`config.mk`:
```
export PLATFORM = sky130hd
export DESIGN_NAME = escaped_stream_decoder
export DESIGN_NICKNAME = d
export VERILOG_FILES = /design/src/rtl/escaped_stream_decoder_pkg.sv /design/src/rtl/escaped_stream_decoder_cmd_lut.sv /design/src/rtl/escaped_stream_decoder.sv
export SDC_FILE = /design/constraint.sdc
export NUM_CORES = 1
export LEC_CHECK = 0
export CAP_MARGIN = 5
export CORE_ASPECT_RATIO = 1.2
export CORE_MARGIN = 2
export CORE_UTILIZATION = 50
export CTS_BUF_LIST = sky130_fd_sc_hd__clkbuf_16
export DETAILED_ROUTE_END_ITERATION = 7
export HOLD_SLACK_MARGIN = 0.12
export PLACE_DENSITY = 0.68
export RECOVER_POWER = 50
export SYNTH_ARGS = -nofsm -noshare
export SYNTH_HDL_FRONTEND = slang
export SYNTH_HIERARCHICAL = 1
export SYNTH_SLANG_ARGS = --single-unit
```
`constraint.sdc`:
```
create_clock -name iCLK -period 2.5 [get_ports iCLK]
set_input_delay 0.375 -clock iCLK [delete_from_list [all_inputs] [get_ports iCLK]]
set_output_delay 0.375 -clock iCLK [all_outputs]
set_load 0.01 [all_outputs]
```
`src/rtl/escaped_stream_decoder_pkg.sv`:
```
// Shared constants and types for the escaped host-command stream decoder.
// Command bytes, escape commands and instruction codes live here.
package escaped_stream_decoder_pkg;

    localparam logic [7:0] HOSTCMD_ESCAPE = 8'hFE;
    localparam logic [7:0] HOSTCMD_RESET  = 8'h02;
    localparam logic [7:0] HOSTCMD_READ   = 8'h10;
    localparam logic [7:0] HOSTCMD_WRITE  = 8'h20;
    localparam logic [7:0] HOSTCMD_STATUS = 8'h30;
    localparam logic [7:0] HOSTCMD_STREAM = 8'h40;

    localparam logic [7:0] ESCAPECMD_IDLE    = 8'h00;
    localparam logic [7:0] ESCAPECMD_ACK     = 8'h01;
    localparam logic [7:0] ESCAPECMD_LITERAL = 8'hFE;

    localparam logic [6:0] ST_IDLE         = 7'h00;
    localparam logic [6:0] INSTRUCTION_ACK = 7'h01;
    localparam logic [6:0] ST_RESET        = 7'h02;
    localparam logic [6:0] ST_READ         = 7'h10;
    localparam logic [6:0] ST_WRITE        = 7'h20;
    localparam logic [6:0] ST_STATUS       = 7'h30;
    localparam logic [6:0] ST_STREAM       = 7'h40;
    localparam logic [6:0] ST_ERROR        = 7'h7F;

    typedef enum logic {
        ESC_CLEAR,
        ESC_ARMED
    } escState_t;

    typedef struct packed {
        logic       valid;
        logic [7:0] data;
        logic       idle;
    } inByte_t;

endpackage

```
`src/rtl/escaped_stream_decoder_cmd_lut.sv`:
```
// Host command table: maps a command byte to its instruction code
// and tells whether the command byte itself is also payload.
module escaped_stream_decoder_cmd_lut
    import escaped_stream_decoder_pkg::*;
(
    input  logic [7:0] cmdByte,
    output logic [6:0] instrCode,
    output logic       hasPayload
);

    always_comb begin
        instrCode  = ST_ERROR;
        hasPayload = 1'b0;
        unique case (cmdByte)
            HOSTCMD_RESET:  instrCode = ST_RESET;
            HOSTCMD_READ:   instrCode = ST_READ;
            HOSTCMD_STATUS: instrCode = ST_STATUS;
            HOSTCMD_WRITE: begin
                instrCode  = ST_WRITE;
                hasPayload = 1'b1;
            end
            HOSTCMD_STREAM: begin
                instrCode  = ST_STREAM;
                hasPayload = 1'b1;
            end
            default: ;
        endcase
    end

endmodule

```
`src/rtl/escaped_stream_decoder.sv`:
```
// Escaped byte-stream decoder: splits host bytes into instructions and
// payload, packs payload little-endian into words and buffers them.
module escaped_stream_decoder
    import escaped_stream_decoder_pkg::*;
#(
    parameter int BYTES_PER_WORD = 1,
    parameter int FIFO_DEPTH     = 16,
    parameter int FIFO_AW        = 4
) (
    input  logic                        iCLK,
    input  logic                        iRST,
    input  logic [7:0]                  iBYTE,
    input  logic                        iBYTE_VALID,
    input  logic                        iDECODER_IDLE_TO_TAKE_COMMAND,
    input  logic                        iDECODER_ACK_INSTR,
    input  logic                        iWORD_RDREQ,
    output logic                        oIS_THERE_NEW_INSTRUCTION,
    output logic [6:0]                  oSTATE_INSTRUCTION,
    output logic [8*BYTES_PER_WORD-1:0] oWORD,
    output logic                        oWORD_VALID,
    output logic [FIFO_AW:0]            oFIFO_LEVEL,
    output logic                        oOVERFLOW,
    output logic                        oINSTR_LOST
);

    localparam int         WW        = 8 * BYTES_PER_WORD;
    localparam logic [2:0] LAST_BYTE = 3'(BYTES_PER_WORD - 1);

    inByte_t    inQ;
    logic [6:0] lutCode;
    logic       lutPayload;

    always_ff @(posedge iCLK) begin
        if (iRST) begin
            inQ <= '0;
        end else begin
            inQ.valid <= iBYTE_VALID;
            inQ.data  <= iBYTE;
            inQ.idle  <= iDECODER_IDLE_TO_TAKE_COMMAND;
        end
    end

    escaped_stream_decoder_cmd_lut uLut (
        .cmdByte    (inQ.data),
        .instrCode  (lutCode),
        .hasPayload (lutPayload)
    );

    escState_t  escState;
    escState_t  escNext;
    logic       newInstr;
    logic [6:0] newCode;
    logic       payloadEn;
    logic       discard;

    always_ff @(posedge iCLK) begin
        if (iRST) begin
            escState <= ESC_CLEAR;
        end else begin
            escState <= escNext;
        end
    end

    always_comb begin
        escNext = escState;
        if (inQ.valid) begin
            if (escState == ESC_ARMED) begin
                escNext = ESC_CLEAR;
            end else if (inQ.data == HOSTCMD_ESCAPE) begin
                escNext = ESC_ARMED;
            end
        end
    end

    // ST_IDLE / ST_ERROR escapes resync the word assembler
    always_comb begin
        newInstr  = 1'b0;
        newCode   = ST_ERROR;
        payloadEn = 1'b0;
        discard   = 1'b0;
        if (inQ.valid) begin
            if (escState == ESC_ARMED) begin
                unique case (inQ.data)
                    ESCAPECMD_IDLE: begin
                        newInstr = 1'b1;
                        newCode  = ST_IDLE;
                        discard  = 1'b1;
                    end
                    ESCAPECMD_ACK: begin
                        newInstr = 1'b1;
                        newCode  = INSTRUCTION_ACK;
                    end
                    ESCAPECMD_LITERAL: payloadEn = 1'b1;
                    default: begin
                        newInstr = 1'b1;
                        newCode  = ST_ERROR;
                        discard  = 1'b1;
                    end
                endcase
            end else if (inQ.data != HOSTCMD_ESCAPE) begin
                if (inQ.idle) begin
                    newInstr  = 1'b1;
                    newCode   = lutCode;
                    payloadEn = lutPayload;
                end else begin
                    payloadEn = 1'b1;
                end
            end
        end
    end

    logic       instrFlag;
    logic [6:0] instrCode;
    logic       instrLost;

    // A fresh instruction beats an ack arriving on the same edge
    always_ff @(posedge iCLK) begin
        if (iRST) begin
            instrFlag <= 1'b0;
            instrCode <= ST_IDLE;
            instrLost <= 1'b0;
        end else if (newInstr) begin
            instrFlag <= 1'b1;
            instrCode <= newCode;
            if (instrFlag && !iDECODER_ACK_INSTR) begin
                instrLost <= 1'b1;
            end
        end else if (iDECODER_ACK_INSTR) begin
            instrFlag <= 1'b0;
        end
    end

    logic [2:0]    byteCnt;
    logic [WW-1:0] asmWord;
    logic [WW-1:0] asmNext;
    logic          pushReq;
    logic [WW-1:0] pushWord;

    always_comb begin
        asmNext = asmWord;
        for (int i = 0; i < BYTES_PER_WORD; i++) begin
            if (byteCnt == 3'(i)) begin
                asmNext[8*i +: 8] = inQ.data;
            end
        end
    end

    always_ff @(posedge iCLK) begin
        if (iRST) begin
            byteCnt  <= 3'd0;
            asmWord  <= '0;
            pushReq  <= 1'b0;
            pushWord <= '0;
        end else begin
            pushReq <= 1'b0;
            if (discard) begin
                byteCnt <= 3'd0;
            end else if (payloadEn) begin
                asmWord <= asmNext;
                if (byteCnt == LAST_BYTE) begin
                    pushReq  <= 1'b1;
                    pushWord <= asmNext;
                    byteCnt  <= 3'd0;
                end else begin
                    byteCnt <= byteCnt + 3'd1;
                end
            end
        end
    end

    logic [WW-1:0]  mem [FIFO_DEPTH];
    logic [FIFO_AW:0] wrPtr;
    logic [FIFO_AW:0] rdPtr;
    logic           fifoEmpty;
    logic           fifoFull;
    logic           doPop;
    logic           doPush;
    logic           overflow;

    // Extra pointer MSB separates full from empty
    assign fifoEmpty = (wrPtr == rdPtr);
    assign fifoFull  = (wrPtr[FIFO_AW] != rdPtr[FIFO_AW]) &&
                       (wrPtr[FIFO_AW-1:0] == rdPtr[FIFO_AW-1:0]);
    assign doPop     = iWORD_RDREQ && !fifoEmpty;
    assign doPush    = pushReq && (!fifoFull || doPop);

    always_ff @(posedge iCLK) begin
        if (doPush) begin
            mem[wrPtr[FIFO_AW-1:0]] <= pushWord;
        end
    end

    always_ff @(posedge iCLK) begin
        if (iRST) begin
            wrPtr    <= '0;
            rdPtr    <= '0;
            overflow <= 1'b0;
        end else begin
            if (doPush) begin
                wrPtr <= wrPtr + 1'b1;
            end
            if (doPop) begin
                rdPtr <= rdPtr + 1'b1;
            end
            if (pushReq && !doPush) begin
                overflow <= 1'b1;
            end
        end
    end

    assign oIS_THERE_NEW_INSTRUCTION = instrFlag;
    assign oSTATE_INSTRUCTION        = instrCode;
    assign oINSTR_LOST               = instrLost;
    assign oWORD                     = mem[rdPtr[FIFO_AW-1:0]];
    assign oWORD_VALID               = !fifoEmpty;
    assign oFIFO_LEVEL               = wrPtr - rdPtr;
    assign oOVERFLOW                 = overflow;

endmodule
```
==> results of run 1 <==
-- cell usage in the layout (no fill, tap or decap), drive strengths merged, types with 13 or more instances in the layout --
cell	Yosys	final
inv	20	24
buf	14	43
mux4	40	40
dfxtp	47	47
nor2	29	29
clkdlybuf4s50	0	13
nor2b	13	13
clkbuf	7	18
nand2	21	21
a21oi	15	15
edfxtp	128	128
-- how the worst min path moves through the flow --
stage                                                   from                            endpoint  slack [ns]  cells past startpoint
after floorplan           oSTATE_INSTRUCTION[0]$_SDFFE_PP0P_  oSTATE_INSTRUCTION[0]$_SDFFE_PP0P_        0.48                      2
after global placement    oSTATE_INSTRUCTION[1]$_SDFFE_PP0P_  oSTATE_INSTRUCTION[1]$_SDFFE_PP0P_        0.44                      2
after detailed placement  oSTATE_INSTRUCTION[6]$_SDFFE_PP0P_  oSTATE_INSTRUCTION[6]$_SDFFE_PP0P_        0.44                      2
after CTS                 oSTATE_INSTRUCTION[0]$_SDFFE_PP0P_  oSTATE_INSTRUCTION[0]$_SDFFE_PP0P_        0.46                      2
after global routing      oSTATE_INSTRUCTION[4]$_SDFFE_PP0P_  oSTATE_INSTRUCTION[4]$_SDFFE_PP0P_        0.47                      2
final                     oSTATE_INSTRUCTION[0]$_SDFFE_PP0P_  oSTATE_INSTRUCTION[0]$_SDFFE_PP0P_        0.45                      2
-- logic make-up (layout without fill, tap and decap cells) --
| logic type | after synthesis | in the layout | synth area share [%] |
|---|---|---|---|
| mux | 42 | 42 | 14.00 |
| flops | 175 | 175 | 66.25 |
| buf+inv | 41 | 124 | 3.049 |
| fa+ha+maj | 12 | 12 | 2.183 |
| simple gates | 101 | 101 | 7.051 |
| xor+xnor | 15 | 15 | 1.819 |
| compound gates | 57 | 57 | 5.648 |
-- final cells by class --
cell class / count / share of cell area (%)
timing repair buffer: 72 / 8.398
multi-input combinational: 227 / 25.44
sequential: 175 / 56.33
clock buffer: 17 / 5.001
inverter: 20 / 0.8825
clock inverter: 15 / 1.368
tap: 175 / 2.574
-- sequential cells by signal, indices dropped and copies added (netlist names), named ones only --
| name | cells |
|---|---|
| byteCnt | 3 |
| escState | 1 |
| inQ | 10 |
| mem | 128 |
| oINSTR_LOST | 1 |
| oIS_THERE_NEW_INSTRUCTION | 1 |
| oOVERFLOW | 1 |
| oSTATE_INSTRUCTION | 7 |
| pushReq | 1 |
| pushWord | 8 |
| rdPtr | 5 |
| wrPtr | 5 |
-- stage by stage --
step                std cells  setup TNS, ns  power [mW]
floorplan                 443              0       3.453
finish                    701        -0.7264       5.964
CTS                       699         -1.045       6.017
global placement          661              0       3.577
global route              701         -1.396       6.156
detailed placement        661       -0.02775       3.588
-- metal layers --
metal	GRT usage (%)	vias up	part of all wire, %
met4	7.724	0	2.1
li1	-	1854	-
met5	0	-	0
met1	23.93	1946	41
met2	33.17	113	52
met3	4.653	22	4.1
-- power groups by stage --
stage | clock, mW | sequential [mW] | combinational [mW]
floorplan | 0 | 3.21 | 0.242
global route | 2.55 | 3.17 | 0.442
global placement | 0 | 3.22 | 0.356
detailed placement | 0 | 3.22 | 0.364
CTS | 2.44 | 3.16 | 0.412
finish | 2.39 | 3.16 | 0.409
-- worst min-delay path: stages (launching register included) --
cell	delay (ns)
dfxtp_1	0.31
nand2_1	0.05
a21oi_1	0.05
-- timing repair --
action / 4_1_cts / 5_1_grt
resized for setup: 69 / 11
pin swaps: 1 / 1
gates cloned: 2 / 0
endpoints found under the setup margin: 12 / 33
setup buffers: 4 / 3
==> results.toml, run 1 <==
[logic_synthesis]
avgSynthCellArea_um2 = 16.30
synth_top_area_share_pct = 53.22
ys_warn_count = 6
netlist_area_um2 = 7222
synth.ff_latch_count = 175
ys_seq_area_share_pct = 66.25
synth_edf_count = 128
syn_nets = 469
syn_inst = 443
synth_area_leaders = "edfxtp_1 53%, dfxtp_1 13%, mux4_1 8.7%"
async_reset_ff_share_pct = 0
yosys.area.top_type = "edfxtp_1"
ys_top_cells_by_count = "128 x edfxtp_1, 47 x dfxtp_1, 29 x nor2_1, 24 x mux4_1, 21 x nand2_1"
synth.most_common_cell = "edfxtp_1"
ys.flop_type = "edfxtp_1"
synth_cell_types = 56

[critical_path]
path_max_fanout = 7
required_ns = 2.12
r2r_setup_slack_ns = 0.11
criticalPathCategory = "reg -> out"
r2r_start = "rdPtr[2]$_SDFFE_PP0N_"
cp-end-kind = "output pin"
cp_slowest_stage_delay_ns = 0.53
endpoint = "oWORD[6]"
worst_setup_path_start_kind = "flop"
crit_arrival_ns = 2.26
crit_family = "multiplexers"
path_buf_inv = 3
cp_slowest_cell = "mux4_2"
path_cells = "buf_6 -> buf_12 -> mux4_2 -> mux4_2 -> buf_6"
r2r_end = "mem[5][2]$_DFFE_PP_"
path_depth = 5
r2r_cells = 6

[place]
place_ws_ns = -0.02119
port_buffers = 37
dpl_cell_area_um2 = 7908
gp_congestion = 0.7996
post-dp-hpwl_mm = 8.973

[clock_tree]
path_clk_slew_ns = 0.06
clock-sinks = 175
cts_buffers = 17
clk_latency_ns = 0.43
clk_path_buf_depth = 2
h-tree-depth = 4
cts_tree = "yes"
root_buffer = "clkbuf_16"
cts_hold_buf = 0

[timing]
drv_slew = 0
period_minus_slack_ns = 2.631
worst_slack_ns = -0.1307
slew_headroom_pct = 19.43
rsz0062_at_grt = "yes"
fin_crit_sh_pct = 105.2
fmax_mhz = 380.1
hold_violations = 0
holdWs_ns = 0.4520
skew_ns = 0.006288
tightest_slew_ns = 1.209
setup-violations-final = 8

[floorplanning]
io-pin-count = 38
num_rows = 48
dieHeight_um = 135.7
initial_core_util_pct = 50.74
die-width_um = 113.7
die_area_um2 = 15430
core_um2 = 14230

[route]
drc = 0
viasPerCell = 5.613
wl_mm = 13.91
first_iter_violations = 264
via_count = 3935
wl_per_cell_um = 19.84
dr.pass1.iters = 5
ant_nets = 0

[pwr]
pwr-share-comb_pct = 6.9
p_sw_share_pct = 22.26
pwr-share-clk_pct = 40.1
ir_drop_mv = 0.5051
pwr-share-seq_pct = 53.0
power_switching_mw = 1.328
power.internal_mw = 4.636
p_leak_nw = 2.856
power_density_nw_per_um2 = 701.1

[global_route]
grt_pass1_wl_mm = 21.94
grt.overflow.total = 0
grt_usage_pct = 19.41
antenna_found_initial = 0
grt_pass1_vias = 4003
grt_max_degree = 33

[layout]
postLayoutCellArea_um2 = 8507
nFillCells = 1087
area_growth_pct = 17.79
regArea_um2 = 4792
nets = 539
final_util_pct = 59.77
multi_input_area_um2 = 2165
drive_gt1_share_pct = 24.14
diodes = 0

[outcome]
status = "finished with violations"
violations = "setup timing"

[hold_path]
hold_path.class = "reg -> reg"

[run]
cap_viol_max_count = 0
(Power assumes the default switching activity.)
==> inputs of run 2 (changes only) <==
clock period = 2.6 ns   (was 2.5 ns; I/O delays follow)
==> run 2 against run 1 <==
The flow now finishes without violations. Critical endpoint is now oWORD[1]. Critical path type unchanged. Die area unchanged. Clock skew grew 0.013 ns. Utilization shrank 0.18 points. Final area is 0.29% lower.
==> results.toml, run 2 (synthesis results as in run 1) <==
[global_route]
grt_pass1_wl_mm = 20.82
grt_max_degree = 33
antenna_found_initial = 0
grt_usage_pct = 18.30
grt_pass1_vias = 3943
grt.overflow.total = 0

[critical_path]
path_cells = "buf_6 -> mux4_2 -> mux4_2 -> buf_6"
path_max_fanout = 6
cp_slowest_stage_delay_ns = 0.50
r2r_start = "inQ[1]$_SDFF_PP0_"
path_buf_inv = 2
cp_slowest_cell = "mux4_2"
crit_family = "multiplexers"
crit_arrival_ns = 2.20
cp-end-kind = "output pin"
worst_setup_path_start_kind = "flop"
required_ns = 2.21
criticalPathCategory = "reg -> out"

[route]
wl_per_cell_um = 19.16
via_count = 3888
wl_met3_um = 640
dr.pass1.iters = 4
drc = 0
ant_nets = 0
wl_mm = 13.33
viasPerCell = 5.586
wl_met2_mm = 6.924
first_iter_violations = 186
routed.top_layer = "met4"
wl_met1_mm = 5.545

[clock_tree]
clk_latency_ns = 0.43
path_clk_slew_ns = 0.07
clock-sinks = 175
h-tree-depth = 4
clk_path_buf_depth = 2
cts_tree = "yes"
cts_buffers = 17
root_buffer = "clkbuf_16"
cts_hold_buf = 0

[timing]
holdWs_ns = 0.4536
period_minus_slack_ns = 2.592
rsz0062_at_grt = "yes"
drv_slew = 0
setup_tns_ns = 0
fin_crit_sh_pct = 99.69
hold_violations = 0
skew_ns = 0.01951
slew_headroom_pct = 33.89
tightest_slew_ns = 0.9917
setup-violations-final = 0
fmax_mhz = 385.8

[floorplanning]
die_area_um2 = 15430
num_rows = 48
dieHeight_um = 135.7
die-width_um = 113.7
core_um2 = 14230
initial_core_util_pct = 50.74
io-pin-count = 38

[hold_path]
hold_path.class = "reg -> reg"
min_from = "oSTATE_INSTRUCTION[0]$_SDFFE_PP0P_"

[layout]
drive_gt1_share_pct = 22.46
most-common-layout-cells = "128 x edfxtp_1, 44 x dfxtp_1, 35 x mux4_2"
area_growth_pct = 17.45
diodes = 0
nFillCells = 1102
postLayoutCellArea_um2 = 8482
largest_register_ffs = 128
final_common_cell = "edfxtp_1"
final_util_pct = 59.59
nets = 534

[pwr]
report.power.total_mw = 5.796
p_leak_nw = 2.825
ir_drop_mv = 0.4546
power_density_nw_per_um2 = 683.4

[run]
cap_viol_max_count = 0

[outcome]
status = "finished, final reports clean"

[place]
post-dp-hpwl_mm = 8.872
dpl_cell_area_um2 = 7888
port_buffers = 37
gp_congestion = 0.7731
run 2: cell count changes in the layout (fill, tap and decap cells not counted), moves of 2 or more:
cell and change:
dlygate4sd2_1 -2, inv_6 +3, buf_4 -6, clkdlybuf4s50_1 +2
buf_6 -2, clkbuf_1 +2, clkinv_4 -4, buf_12 -2
run 2: through the flow:
stage | setup slack, ns | cells
finish | 0.007966 | 696
global route | -0.05565 | 696
CTS | -0.06328 | 698
detailed placement | 0.1043 | 660
global placement | 0.1171 | 660
floorplan | 0.2728 | 443
run 2: area by class of cell:
class	instances	area (um^2)	area share [%]
multi-input cells	227	2167	25.55
well taps	175	219.0	2.582
clock buffers	17	425.4	5.015
repair buffers	67	668.1	7.877
flip-flops and latches	175	4791	56.48
clock inverters	15	136.4	1.608
inverters	20	75.07	0.8851
run 2: worst paths after layout:
check | endpoint | depth (start not counted) | slack [ns]
max | oWORD[1] | 4 | 0.008
min | oSTATE_INSTRUCTION[0]$_SDFFE_PP0P_ | 2 | 0.45
max reg2reg | pushWord[6]$_SDFFE_PP0P_ | 7 | 0.17
min reg2reg | oSTATE_INSTRUCTION[0]$_SDFFE_PP0P_ | 2 | 0.45
run 2: report_power, final:
group | total (mW) | internal (mW) | switching (mW)
logic | 0.367 | 0.214 | 0.153
clock network | 2.38 | 1.33 | 1.05
registers | 3.05 | 3.00 | 0.0459
total | 5.80 | 4.54 | 1.25
run 2: timing repair:
action                                 4_1_cts  5_1_grt
resized for setup                           57       23
cloned                                       2        1
endpoints found under the hold margin        0        0
buffers inserted                             4        0
pin swaps                                    1        0
setup endpoints to repair                   11       19
run 2: per-layer routing:
metal / GRT usage (%) / vias to the layer above
met4: 7.114 / 0
li1: - / 1840
met1: 22.61 / 1930
met2: 31.67 / 103
met5: 0 / -
met3: 3.848 / 15
run 2: worst min-delay path, delay by kind of cell, from the launching register on:
family | cells | cell delay [ns]
DFF | 1 | 0.31
AOI/OAI and AO/OA | 1 | 0.05
and+or+nand+nor | 1 | 0.05
